<file path="config.mk">
export PLATFORM = sky130hd
export DESIGN_NAME = hdmi_text_pixel_pipe
export DESIGN_NICKNAME = d
export VERILOG_FILES = /design/src/rtl/hdmi_text_pkg.sv /design/src/rtl/hdmi_text_delay_line.sv /design/src/rtl/hdmi_text_pixel_pipe.sv
export SDC_FILE = /design/constraint.sdc
export NUM_CORES = 1
export LEC_CHECK = 0
export ABC_CLOCK_PERIOD_IN_PS = 2000
export BUFFER_PORTS_ARGS = -buffer_cell sky130_fd_sc_hd__buf_4
export CAP_MARGIN = 20
export CORE_AREA = 5 5 149 151
export CTS_BUF_LIST = sky130_fd_sc_hd__clkbuf_2
export DETAILED_ROUTE_END_ITERATION = 10
export DIE_AREA = 0 0 154 156
export GPL_TIMING_DRIVEN = 0
export MAX_ROUTING_LAYER = met4
export SLEW_MARGIN = 20
export SYNTH_ARGS = -nofsm -noshare
export SYNTH_HDL_FRONTEND = slang
export SYNTH_HIERARCHICAL = 1
export SYNTH_SLANG_ARGS = --single-unit
export TNS_END_PERCENT = 5
</file>
<file path="constraint.sdc">
create_clock -name S_AXI_ACLK -period 2 [get_ports S_AXI_ACLK]
set_input_delay 0.4 -clock S_AXI_ACLK [delete_from_list [all_inputs] [get_ports S_AXI_ACLK]]
set_output_delay 0.4 -clock S_AXI_ACLK [all_outputs]
set_load 0.05 [all_outputs]
</file>
<file path="src/rtl/hdmi_text_pkg.sv">
// hdmi_text_pkg: shared text-mode geometry, cell/colour types and palette lookup.
package hdmi_text_pkg;
  localparam int COLS = 80;
  localparam int ROWS = 30;
  localparam int GLYPH_W = 8;
  localparam int GLYPH_H = 16;
  localparam int WORDS_PER_ROW = 40;
  typedef struct packed {
    logic       inv;
    logic [6:0] code;
    logic [3:0] fg;
    logic [3:0] bg;
  } text_cell_t;
  typedef struct packed {
    logic [3:0] r;
    logic [3:0] g;
    logic [3:0] b;
  } rgb444_t;
  // Two 12-bit colours per palette word: even index in [11:0], odd in [27:16].
  function automatic rgb444_t pal_colour(input logic [7:0][31:0] pal, input logic [3:0] idx);
    return idx[0] ? pal[idx[3:1]][27:16] : pal[idx[3:1]][11:0];
  endfunction
endpackage

</file>
<file path="src/rtl/hdmi_text_delay_line.sv">
// hdmi_text_delay_line: WIDTH-bit shift register of DEPTH stages, sync active-low reset.
module hdmi_text_delay_line #(
  parameter int WIDTH = 1,
  parameter int DEPTH = 1
) (
  input  logic             clk,
  input  logic             rst_n,
  input  logic [WIDTH-1:0] din,
  output logic [WIDTH-1:0] dout
);
  logic [DEPTH-1:0][WIDTH-1:0] pipe_q, pipe_d;
  always_comb begin
    pipe_d[0] = din;
    for (int i = 1; i < DEPTH; i++) pipe_d[i] = pipe_q[i-1];
  end
  always_ff @(posedge clk) begin
    if (!rst_n) pipe_q <= '0;
    else pipe_q <= pipe_d;
  end
  assign dout = pipe_q[DEPTH-1];
endmodule

</file>
<file path="src/rtl/hdmi_text_pixel_pipe.sv">
// hdmi_text_pixel_pipe: 80x30 text-mode pixel pipeline, latency 3+VRAM_LAT+FONT_LAT.
// Define HDMI_TEXT_CURSOR_EN to add the blinking underline cursor driven by ctrl_reg.
module hdmi_text_pixel_pipe
  import hdmi_text_pkg::*;
#(
  parameter int VRAM_LAT = 1,
  parameter int FONT_LAT = 1
) (
  input  logic             S_AXI_ACLK,
  input  logic             S_AXI_ARESETN,
  input  logic [9:0]       DrawX,
  input  logic [9:0]       DrawY,
  input  logic             vde_in,
  input  logic             hsync_in,
  input  logic             vsync_in,
  output logic [10:0]      vram_addr,
  input  logic [31:0]      vram_data,
  output logic [10:0]      font_rom_address,
  input  logic [7:0]       font_data,
  input  logic [7:0][31:0] palette,
  input  logic [31:0]      ctrl_reg,
  output logic [3:0]       red,
  output logic [3:0]       green,
  output logic [3:0]       blue,
  output logic             vde_out,
  output logic             hsync_out,
  output logic             vsync_out
);
  localparam int S1_DLY = 1 + VRAM_LAT;
  localparam int S2_DLY = 2 + VRAM_LAT + FONT_LAT;
  logic [10:0] vram_addr_q, vram_addr_d, font_rom_address_q, font_rom_address_d;
  rgb444_t     rgb_q, rgb_d;
  logic [2:0]  sync_q, sync_d;
  logic        half_s1, vde_s2, hs_s2, vs_s2, cur_s0, cur_s2, on;
  logic [3:0]  gy_s1;
  logic [2:0]  gx_s2;
  logic [8:0]  attr_s2;
  text_cell_t  cell_s1;
  logic        unused;
  hdmi_text_delay_line #(.WIDTH(5), .DEPTH(S1_DLY)) u_s1 (
    .clk(S_AXI_ACLK), .rst_n(S_AXI_ARESETN),
    .din({DrawX[3], DrawY[3:0]}), .dout({half_s1, gy_s1})
  );
  hdmi_text_delay_line #(.WIDTH(7), .DEPTH(S2_DLY)) u_s2 (
    .clk(S_AXI_ACLK), .rst_n(S_AXI_ARESETN),
    .din({vde_in, hsync_in, vsync_in, DrawX[2:0], cur_s0}),
    .dout({vde_s2, hs_s2, vs_s2, gx_s2, cur_s2})
  );
  // Attributes leave S1 combinationally and must wait out the font ROM latency.
  hdmi_text_delay_line #(.WIDTH(9), .DEPTH(FONT_LAT + 1)) u_attr (
    .clk(S_AXI_ACLK), .rst_n(S_AXI_ARESETN),
    .din({cell_s1.inv, cell_s1.fg, cell_s1.bg}), .dout(attr_s2)
  );
  always_comb begin
    vram_addr_d = 11'(32'(DrawY[8:4]) * WORDS_PER_ROW + 32'(DrawX[9:4]));
    cell_s1 = half_s1 ? vram_data[31:16] : vram_data[15:0];
    font_rom_address_d = {cell_s1.code, gy_s1};
    on = (font_data[3'd7 - gx_s2] ^ attr_s2[8]) | cur_s2;
    rgb_d = !vde_s2 ? '0 : on ? pal_colour(palette, attr_s2[7:4]) : pal_colour(palette, attr_s2[3:0]);
    sync_d = {vde_s2, hs_s2, vs_s2};
  end
  always_ff @(posedge S_AXI_ACLK) begin
    if (!S_AXI_ARESETN) begin
      vram_addr_q        <= '0;
      font_rom_address_q <= '0;
      rgb_q              <= '0;
      sync_q             <= '0;
    end else begin
      vram_addr_q        <= vram_addr_d;
      font_rom_address_q <= font_rom_address_d;
      rgb_q              <= rgb_d;
      sync_q             <= sync_d;
    end
  end
`ifdef HDMI_TEXT_CURSOR_EN
  logic [4:0] blink_q, blink_d;
  logic       vs_prev_q, vs_prev_d;
  always_comb begin
    vs_prev_d = vsync_in;
    blink_d = blink_q + 5'(vsync_in & ~vs_prev_q);
    cur_s0 = ctrl_reg[12] & blink_q[4] & (DrawY[3:1] == 3'b111) &
             (12'(32'(DrawY[8:4]) * COLS + 32'(DrawX[9:3])) == ctrl_reg[11:0]);
  end
  always_ff @(posedge S_AXI_ACLK) begin
    if (!S_AXI_ARESETN) begin
      blink_q   <= '0;
      vs_prev_q <= 1'b0;
    end else begin
      blink_q   <= blink_d;
      vs_prev_q <= vs_prev_d;
    end
  end
  assign unused = ^{ctrl_reg[31:13], DrawY[9], palette};
`else
  assign cur_s0 = 1'b0;
  assign unused = ^{ctrl_reg, DrawY[9], palette};
`endif
  assign vram_addr        = vram_addr_q;
  assign font_rom_address = font_rom_address_q;
  assign {red, green, blue} = rgb_q;
  assign {vde_out, hsync_out, vsync_out} = sync_q;
endmodule
</file>
# [Word level (Yosys, flattened, before mapping)]
# Index checks and enable logic that the tools add are counted.
[totals] regBits=93 latchBits=0 mem_bits_rw=0 rom_bits=0 input_bits=353 out_inout_bits=37 word_cells=34 mem_count=0
[classes] add_sub_neg=2 n_mul=1 div=0 order_cmp=3 n_eq_ne=0 n_shift=0 mux=10 bitwise_logic=2 n_reduce_logical=1
[op_table] cell="32-bit binary-select mux with 3-bit select" n=2
[op_table] cell="28-bit two-way mux" n=2
[op_table] cell="12-bit two-way mux" n=3
[op_table] cell="16-bit two-way mux" n=1
[op_table] cell="3-bit by 4-bit less-than comparator with 1-bit output (second input constant)" n=3
[op_table] cell="11-bit by 6-bit adder with 11-bit output" n=1
[op_table] cell="5-bit by 3-bit multiplier with 8-bit output (second input constant)" n=1
[op_table] cell="1-bit binary-select mux with 3-bit select" n=1
[op_table] cell="3-bit subtractor (first input constant)" n=1
[op_table] cell="2-bit AND reduction" n=1
[op_table] cell="1-bit two-way mux" n=1
[op_table] cell="1-bit OR" n=1
[op_table] cell="1-bit bitwise XOR" n=1

# [Logic depth before layout (Yosys ltp)]
# Gate-level depths: netlist of the first run.
[depth] word_depth=6 depth_mapped=7 depth_no_buf=7

# [Hierarchy]
# Netlist of the first run, hierarchy kept.
[by_module_without_submodules] module="hdmi_text_pixel_pipe" n_inst=1 cells_each=360 area_per_inst_um2=4516.8
[by_module_without_submodules] module="hdmi_text_delay_line at u_s2" n_inst=1 cells_each=58 area_per_inst_um2=785.8
[by_module_without_submodules] module="hdmi_text_delay_line at u_attr" n_inst=1 cells_each=37 area_per_inst_um2=501.7
[by_module_without_submodules] module="hdmi_text_delay_line at u_s1" n_inst=1 cells_each=20 area_per_inst_um2=262.8

# [Worst setup path after synthesis of the first run]
# No wires, ideal clock.
[synth_path] path_kind="in2reg" start="input port DrawY[5]" end="register vram_addr_q[9] (netlist: vram_addr[9])" setup_time_ns=0.115 t_arrival_ns=1.945 path_slack_ns=-0.060 stages=7 n_path_buf=0 cell_sequence="ha_1 > ha_1 > fa_1 > xor2_1 > nand3_1 > xnor2_1 > and2_1"
[synth_via] elab_chain_len=2
[synth_rtl] element="start: declaration" line="hdmi_text_pixel_pipe.sv:12" rtl="input logic [9:0] DrawY,"
[synth_rtl] element="5-bit by 3-bit multiplier with 8-bit output" line="hdmi_text_pixel_pipe.sv:55" rtl="vram_addr_d = 11'(32'(DrawY[8:4]) * WORDS_PER_ROW + 32'(DrawX[9:4]));"
[synth_rtl] element="11-bit by 6-bit adder with 11-bit output" line="hdmi_text_pixel_pipe.sv:55"
[synth_rtl] element="end signal: assignment" line="hdmi_text_pixel_pipe.sv:69" rtl="vram_addr_q <= vram_addr_d;"
[synth_rtl] element="end: declaration" line="hdmi_text_pixel_pipe.sv:31" rtl="logic [10:0] vram_addr_q, vram_addr_d, font_rom_address_q, font_rom_address_d;"
# Every way passes these cells.
# A chain may end at the register's enable or synchronous reset.

# [Final worst setup path of the first run]
[layout_path] start="register u_s2.pipe_q, in the netlist u_s2/dout[1]" end="register rgb_q, in the netlist green[3]"
[layout_via] elab_chain_len=6
[layout_rtl] element="start: declaration" line="hdmi_text_delay_line.sv:11" rtl="logic [DEPTH-1:0][WIDTH-1:0] pipe_q, pipe_d;"
[layout_rtl] element="start signal: assignment" line="hdmi_text_delay_line.sv:18" rtl="else pipe_q <= pipe_d;"
[layout_rtl] element="3-bit subtractor" line="hdmi_text_pixel_pipe.sv:58" rtl="on = (font_data[3'd7 - gx_s2] ^ attr_s2[8]) | cur_s2;"
[layout_rtl] element="1-bit binary-select mux with 3-bit select" line="hdmi_text_pixel_pipe.sv:58"
[layout_rtl] element="1-bit two-way mux (implied by the code)" line="hdmi_text_pixel_pipe.sv:58"
[layout_rtl] element="1-bit bitwise XOR" line="hdmi_text_pixel_pipe.sv:58"
[layout_rtl] element="1-bit OR" line="hdmi_text_pixel_pipe.sv:58"
[layout_rtl] element="12-bit two-way mux" line="hdmi_text_pixel_pipe.sv:59" rtl="rgb_d = !vde_s2 ? '0 : on ? pal_colour(palette, attr_s2[7:4]) : pal_colour(palette, attr_s2[3:0]);"
[layout_rtl] element="end signal: assignment" line="hdmi_text_pixel_pipe.sv:71" rtl="rgb_q <= rgb_d;"
[layout_rtl] element="end: declaration" line="hdmi_text_pixel_pipe.sv:32" rtl="rgb444_t rgb_q, rgb_d;"
# Every way passes these cells. The select of a mux whose other input is x is not followed.

==> flow_metrics.py, run 1 <==
metrics = {
    "synth": {
        "async_flop_share_pct": 0,
        "postSynthAreaPerCell_um2": 12.8,
        "synth-adder-area-share_pct": 2.52,
        "ys.flop_type": "dfxtp_1",
        "ys_seq_elements": 93,
        "synth_cell_types": 32,
        "synthSimpleGateAreaFrac_pct": 12.1,
        "synth_top_family_by_area": "multiplexers",
        "synth_top_area_share_pct": 36.0,
        "syn_nets": 839,
        "yosys.area.top_type": "mux4_2",
        "synth_compound_area_share_pct": 9.78,
        "synth.area.mux_share_pct": 40.2,
        "synth_area_mm2": 0.00607,
        "synth_cells": 475,
        "synth-warning-count": 6,
        "synth_area_leaders": "mux4_2 (36%), dfxtp_1 (31%), a22oi_1 (5.6%)",
        "ys_top_cells_by_count": "mux4_2 (97), dfxtp_1 (93), a22oi_1 (45), and2_1 (37), and2_2 (36)",
        "synth.most_common_cell": "mux4_2",
        "ys_seq_area_share_pct": 30.7,
        "synth_xor_area_share_pct": 1.01,
        "synth_edf_count": 0,
    },
    "placed_design": {
        "gp_congestion": 0.934,
        "port_buffers": 292,
        "hpwl_um": 19600,
        "dpl_cell_area_mm2": 0.00861,
    },
    "route": {
        "drc_errors": 0,
        "ant_nets": 0,
        "viasPerCell": 5.28,
        "drt_iter0_drc": 365,
        "num_vias": 5730,
        "first_pass_iters": 5,
        "routed_wl_um": 25400,
        "wl_per_cell_um": 23.4,
    },
    "sta": {
        "fmax_mhz": 494,
        "fin_crit_sh_pct": 101,
        "drv_slew": 0,
        "hold_slack_ns": 0.0756,
        "clock_skew_ns": 0.0894,
        "grt_setup_unrepaired": "true",
        "hold_viol": 0,
        "setup_ws_ns": -0.0257,
        "setup_viol": 3,
        "max_slew_margin_pct": 39.3,
        "tightest_slew_ns": 0.910,
        "fin_crit_ns": 2.03,
    },
    "grt": {
        "grt_max_degree": 37,
        "antenna_found_initial": 1,
        "grt_pass1_vias": 6186,
        "grtUsageTotal_pct": 21.0,
        "gr-total-overflow": 0,
        "grt_first_pass_wirelength_um": 36700,
    },
    "critical_path": {
        "cp_data_arrival_time_ns": 2.52,
        "reg2reg_slack_ns": -0.03,
        "required_ns": 2.50,
        "crit-reg2reg-launch": "u_s2/dout[1]",
        "reg2reg_to": "green[3]",
        "crit_fanout": 5,
        "reg2reg_depth": 6,
        "start_kind": "flip-flop",
        "cp-end-kind": "flip-flop",
        "worstSetupPathType": "reg2reg",
    },
    "hold_path": {
        "worstHoldEndpoint": "font_rom_address[4]",
        "min_from": "vram_data[8]",
        "hold_class": "in2reg",
        "whs_path_depth": 3,
    },
    "layout": {
        "area_growth_pct": 50.5,
        "drive_gt1_share_pct": 64.0,
        "fin_nets": 1168,
        "fin_area_mm2": 0.00913,
        "fin_util_pct": 44.1,
    },
    "clock_network": {
        "cts_sinks": 93,
        "cts_tree": "done",
        "cts_buffers": 9,
        "cts_buffer_depth": 2,
        "clk_latency_ns": 0.62,
        "root_buffer": "clkbuf_2",
        "clk_pin_slew_worst_paths_ns": 0.37,
        "htreeDepth": 3,
    },
    "die": {
        "ios": 390,
        "die_x_um": 154,
        "fp.coreArea_mm2": 0.0207,
        "die_h_um": 156,
        "rows": 53,
        "dieArea_mm2": 0.0240,
        "initial_core_util_pct": 29.3,
    },
    "power_and_ir_drop": {
        "ir_drop_mv": 0.432,
        "p_per_area_mw_per_mm2": 503,
        "p_leak_nw": 3.82,
    },
    "run": {
        "cap_viol_max_count": 0,
    },
    "outcome": {
        "status": "finished with violations",
        "failed_checks": "setup timing",
    },
}
[logic make-up (layout without fill, tap and decap cells)]
kind of cell    after synthesis  in the layout
compound gates               77             77
xor+xnor                      7              7
fa+ha+maj                    11             11
buf+inv                      43            377
flops                        93             93
mux                         120            120
other cells                   1              2
simple gates                123            123
[critical path, stage by stage, from the launching register on]
cell and delay [ns]:
dfxtp_4 0.45, mux2i_1 0.12, mux4_2 0.52, mux2i_4 0.39, clkbuf_16 0.24, nand2_2 0.05
a21oi_2 0.13
[cells in the final DEF, fill, tap and decap left out, drive strengths merged, types with 2 or more instances in the layout]
cell | netlist | final
buf | 22 | 313
mux4 | 97 | 97
dfxtp | 93 | 93
and2 | 73 | 73
a22oi | 45 | 45
clkbuf | 19 | 31
nand2 | 27 | 27
dlygate4sd3 | 0 | 24
a21oi | 15 | 15
nor2b | 14 | 14
mux2i | 14 | 14
a21o | 14 | 14
mux2 | 9 | 9
ha | 9 | 9
nor2 | 7 | 7
inv | 2 | 6
xnor2 | 4 | 4
xor2 | 3 | 3
fa | 2 | 2
clkinv | 0 | 2
[state kept, by name (all words and copies together), names as in the netlist]
register and flops:
green 4, u_s2/dout 7, u_s1/dout 5, sync_q 3
u_attr/pipe_d 9, blue 4, u_s1/pipe_d 5, u_attr/dout 9
u_s2/pipe_d 21, font_rom_address 11, red 4, vram_addr 11
[where the power goes]
| part | switching [mW] | total (mW) | internal (mW) |
|---|---|---|---|
| Sequential | 0.0288 | 1.97 | 1.95 |
| Combinational | 0.735 | 1.66 | 0.926 |
| Clock | 0.753 | 0.960 | 0.207 |
[layer usage]
metal,routed length (um),vias up,global-route usage (%)
met3,2660,42,5.21
li1,-,2506,-
met5,0,-,-
met4,547,0,6.85
met1,9200,2778,23.7
met2,13000,404,36.8
[area by class of cell]
type,instances,area (um^2)
fill,2025,11600
inverter,2,7.51
timing repair buffer,320,2500
antenna,1,2.50
buffer,39,285
clock buffer,9,45.0
sequential,93,1870
clock inverter,7,72.6
tap,275,344
multi-input combinational,339,4010
[worst max-delay path by stage]
| stage | start | endpoint | slack (ns) | depth (start not counted) |
|---|---|---|---|---|
| after floorplan | DrawY[5] | vram_addr[9] | 0.008 | 7 |
| after global placement | u_attr/dout[3] | red[1] | -0.39 | 6 |
| after detailed placement | u_attr/dout[3] | red[1] | -0.38 | 6 |
| after CTS | u_attr/dout[2] | red[1] | -0.06 | 6 |
| after global routing | u_s2/dout[1] | red[1] | -0.08 | 6 |
| final | u_s2/dout[1] | green[3] | -0.03 | 6 |
[repair_timing]
item,in CTS,in global routing
hold endpoints to repair,19,0
pin swaps,0,7
endpoints found under the setup margin,14,12
hold buffers,24,0
setup buffers,3,0
cloned,0,1
gates resized for setup,24,25
[per-stage QoR]
stage | setup TNS, ns | power [mW] | instances | worst slack, ns
final | -0.0320 | 4.60 | 1085 | -0.0257
after global routing | -0.609 | 4.85 | 1085 | -0.0792
after CTS | -0.196 | 4.64 | 1085 | -0.0599
after detailed placement | -4.35 | 3.56 | 1042 | -0.382
after global placement | -4.49 | 3.56 | 1042 | -0.390
after floorplan | 0 | 2.86 | 475 | 0.00815
Power figures use the tool's default switching activity.
==> inputs of run 2 (changes only) <==
--- a/config.mk
+++ b/config.mk
@@ -5,14 +5,15 @@
 export SDC_FILE = /design/constraint.sdc
 export NUM_CORES = 1
 export LEC_CHECK = 0
-export ABC_CLOCK_PERIOD_IN_PS = 2000
+export ABC_CLOCK_PERIOD_IN_PS = 2420
 export BUFFER_PORTS_ARGS = -buffer_cell sky130_fd_sc_hd__buf_4
 export CAP_MARGIN = 20
-export CORE_AREA = 5 5 149 151
+export CORE_AREA = 5 5 150 152
 export CTS_BUF_LIST = sky130_fd_sc_hd__clkbuf_2
 export DETAILED_ROUTE_END_ITERATION = 10
-export DIE_AREA = 0 0 154 156
+export DIE_AREA = 0 0 155 157
 export GPL_TIMING_DRIVEN = 0
+export HOLD_SLACK_MARGIN = 0.03
 export MAX_ROUTING_LAYER = met4
 export SLEW_MARGIN = 20
 export SYNTH_ARGS = -nofsm -noshare
==> constraint.sdc (replaced) <==
create_clock -name S_AXI_ACLK -period 2.42 [get_ports S_AXI_ACLK]
set_input_delay 0.484 -clock S_AXI_ACLK [delete_from_list [all_inputs] [get_ports S_AXI_ACLK]]
set_output_delay 0.484 -clock S_AXI_ACLK [all_outputs]
set_load 0.05 [all_outputs]
==> flow_metrics.py, run 2 (synthesized netlist as in run 1, its figures left out) <==
metrics = {
    "critical_path": {
        "cpPeakStageDelay_ns": 0.64,
        "crit_chain": "buf_2 > clkbuf_1 > mux4_2 > a22oi_1 > a21o_2 > a21oi_2",
        "start_kind": "flip-flop",
        "slowest_stage": "clkbuf_1",
        "cp_data_arrival_time_ns": 2.83,
        "crit_fanout": 10,
        "cp.depth": 6,
        "crit_family": "buffers and inverters",
        "required_ns": 2.90,
        "critPathBufInv": 2,
        "worstSetupPathType": "reg2reg",
        "cp-end-kind": "flip-flop",
        "reg2reg_depth": 6,
    },
    "grt": {
        "gr-total-overflow": 0,
        "antenna_found_initial": 1,
        "grt_first_pass_wirelength_um": 36000,
        "grt_max_degree": 37,
        "grt_pass1_vias": 6153,
        "grtUsageTotal_pct": 20.6,
    },
    "route": {
        "first_pass_iters": 5,
        "drt_iter0_drc": 438,
        "viasPerCell": 5.31,
        "routed_wl_um": 25200,
        "ant_nets": 0,
        "drc_errors": 0,
        "num_vias": 5693,
        "wl_per_cell_um": 23.5,
    },
    "placed_design": {
        "gp_congestion": 0.903,
        "place_inst": 1042,
        "port_buffers": 292,
        "hpwl_um": 19700,
        "pre_cts_ws_ns": 0.0110,
    },
    "sta": {
        "fin_crit_sh_pct": 96.9,
        "hold_viol": 0,
        "max_slew_margin_pct": 33.9,
        "drv_slew": 0,
        "fmax_mhz": 426,
        "fin_crit_ns": 2.35,
        "grt_setup_unrepaired": "false",
        "setup_viol": 0,
        "tightest_slew_ns": 0.991,
        "finalSetupTns_ns": 0,
        "hold_slack_ns": 0.127,
        "setup_ws_ns": 0.0740,
        "clock_skew_ns": 0.0403,
    },
    "clock_network": {
        "cts_buffer_depth": 2,
        "cts_setup_buffers": 0,
        "clk_latency_ns": 0.59,
        "cts_buffers": 9,
        "cts_tree": "done",
        "htreeDepth": 3,
        "cts_sinks": 93,
        "root_buffer": "clkbuf_2",
        "clk_pin_slew_worst_paths_ns": 0.31,
    },
    "outcome": {
        "status": "finished clean",
    },
    "run": {
        "cap_viol_max_count": 0,
    },
    "layout": {
        "final_cell_count_no_fill": 1073,
        "fin_util_pct": 42.4,
        "area_growth_pct": 46.1,
        "final_common_cell": "buf_4",
        "fin_nets": 1156,
        "largest_reg_flops": 21,
        "final_cell_mix": "buf_4 (294), mux4_2 (97), dfxtp_1 (93)",
        "drive_gt1_share_pct": 62.5,
    },
    "die": {
        "fp.coreArea_mm2": 0.0209,
        "ios": 390,
        "initial_core_util_pct": 29.0,
        "die_x_um": 155,
        "rows": 53,
        "dieArea_mm2": 0.0243,
        "die_h_um": 157,
    },
    "hold_path": {
        "whs_path_depth": 3,
        "hold_class": "in2reg",
    },
    "power_and_ir_drop": {
        "ir_drop_mv": 0.277,
        "p_leak_nw": 3.70,
        "p_per_area_mw_per_mm2": 419,
    },
}
==> run 2: path summary, 6_finish.rpt <==
kind                         from                  end  slack [ns]
setup / recovery   u_attr/dout[3]               red[2]        0.07
setup reg to reg   u_attr/dout[3]               red[2]        0.07
hold reg to reg   u_s2/pipe_d[21]         u_s2/dout[0]        0.44
hold / removal      vram_data[13]  font_rom_address[9]        0.13
==> run 2: layout make-up <==
type	instances	area, um^2
clock buffers	9	45.0
multi-input cells	339	3980
repair buffers	306	2330
well taps	275	344
flip-flops and latches	93	1860
fillers	2079	12000
plain buffers	41	220
clock inverters	7	68.8
diodes	1	2.50
inverters	2	7.51
==> run 2: power breakdown <==
part	internal [mW]	switching, mW
logic	0.719	0.598
registers	1.61	0.0190
clock network	0.160	0.614
==> run 2: worst reg2reg max path: stages, from the launching register on <==
cell and delay (ns):
dfxtp_1 0.45, buf_2 0.33, clkbuf_1 0.65, mux4_2 0.45
a22oi_1 0.15, a21o_2 0.16, a21oi_2 0.06
==> run 2: routing by layer <==
metal  track usage, %  up-vias  wire length, um
met5                -        -                0
met4             10.0        0             1100
met3             6.30       83             3030
met2             33.8      425            12100
met1             22.8     2707             8950
li1                 -     2478                -
==> run 2: through the flow <==
stage          cell area (um^2)  power, mW
6_report                   8860       3.72
3_5_place_dp               8600       2.95
4_1_cts                    8860       3.78
2_1_floorplan              6070       2.36
3_3_place_gp               8600       2.94
5_1_grt                    8860       3.92
==> run 2: repair_timing <==
| item | 4_1_cts | 5_1_grt |
|---|---|---|
| endpoints found under the hold margin | 14 | 0 |
| hold buffers | 14 | 0 |
| gates cloned | 0 | 0 |
| gates resized for setup | 1 | 7 |
| pin swaps | 0 | 0 |
| setup endpoints to repair | 3 | 10 |
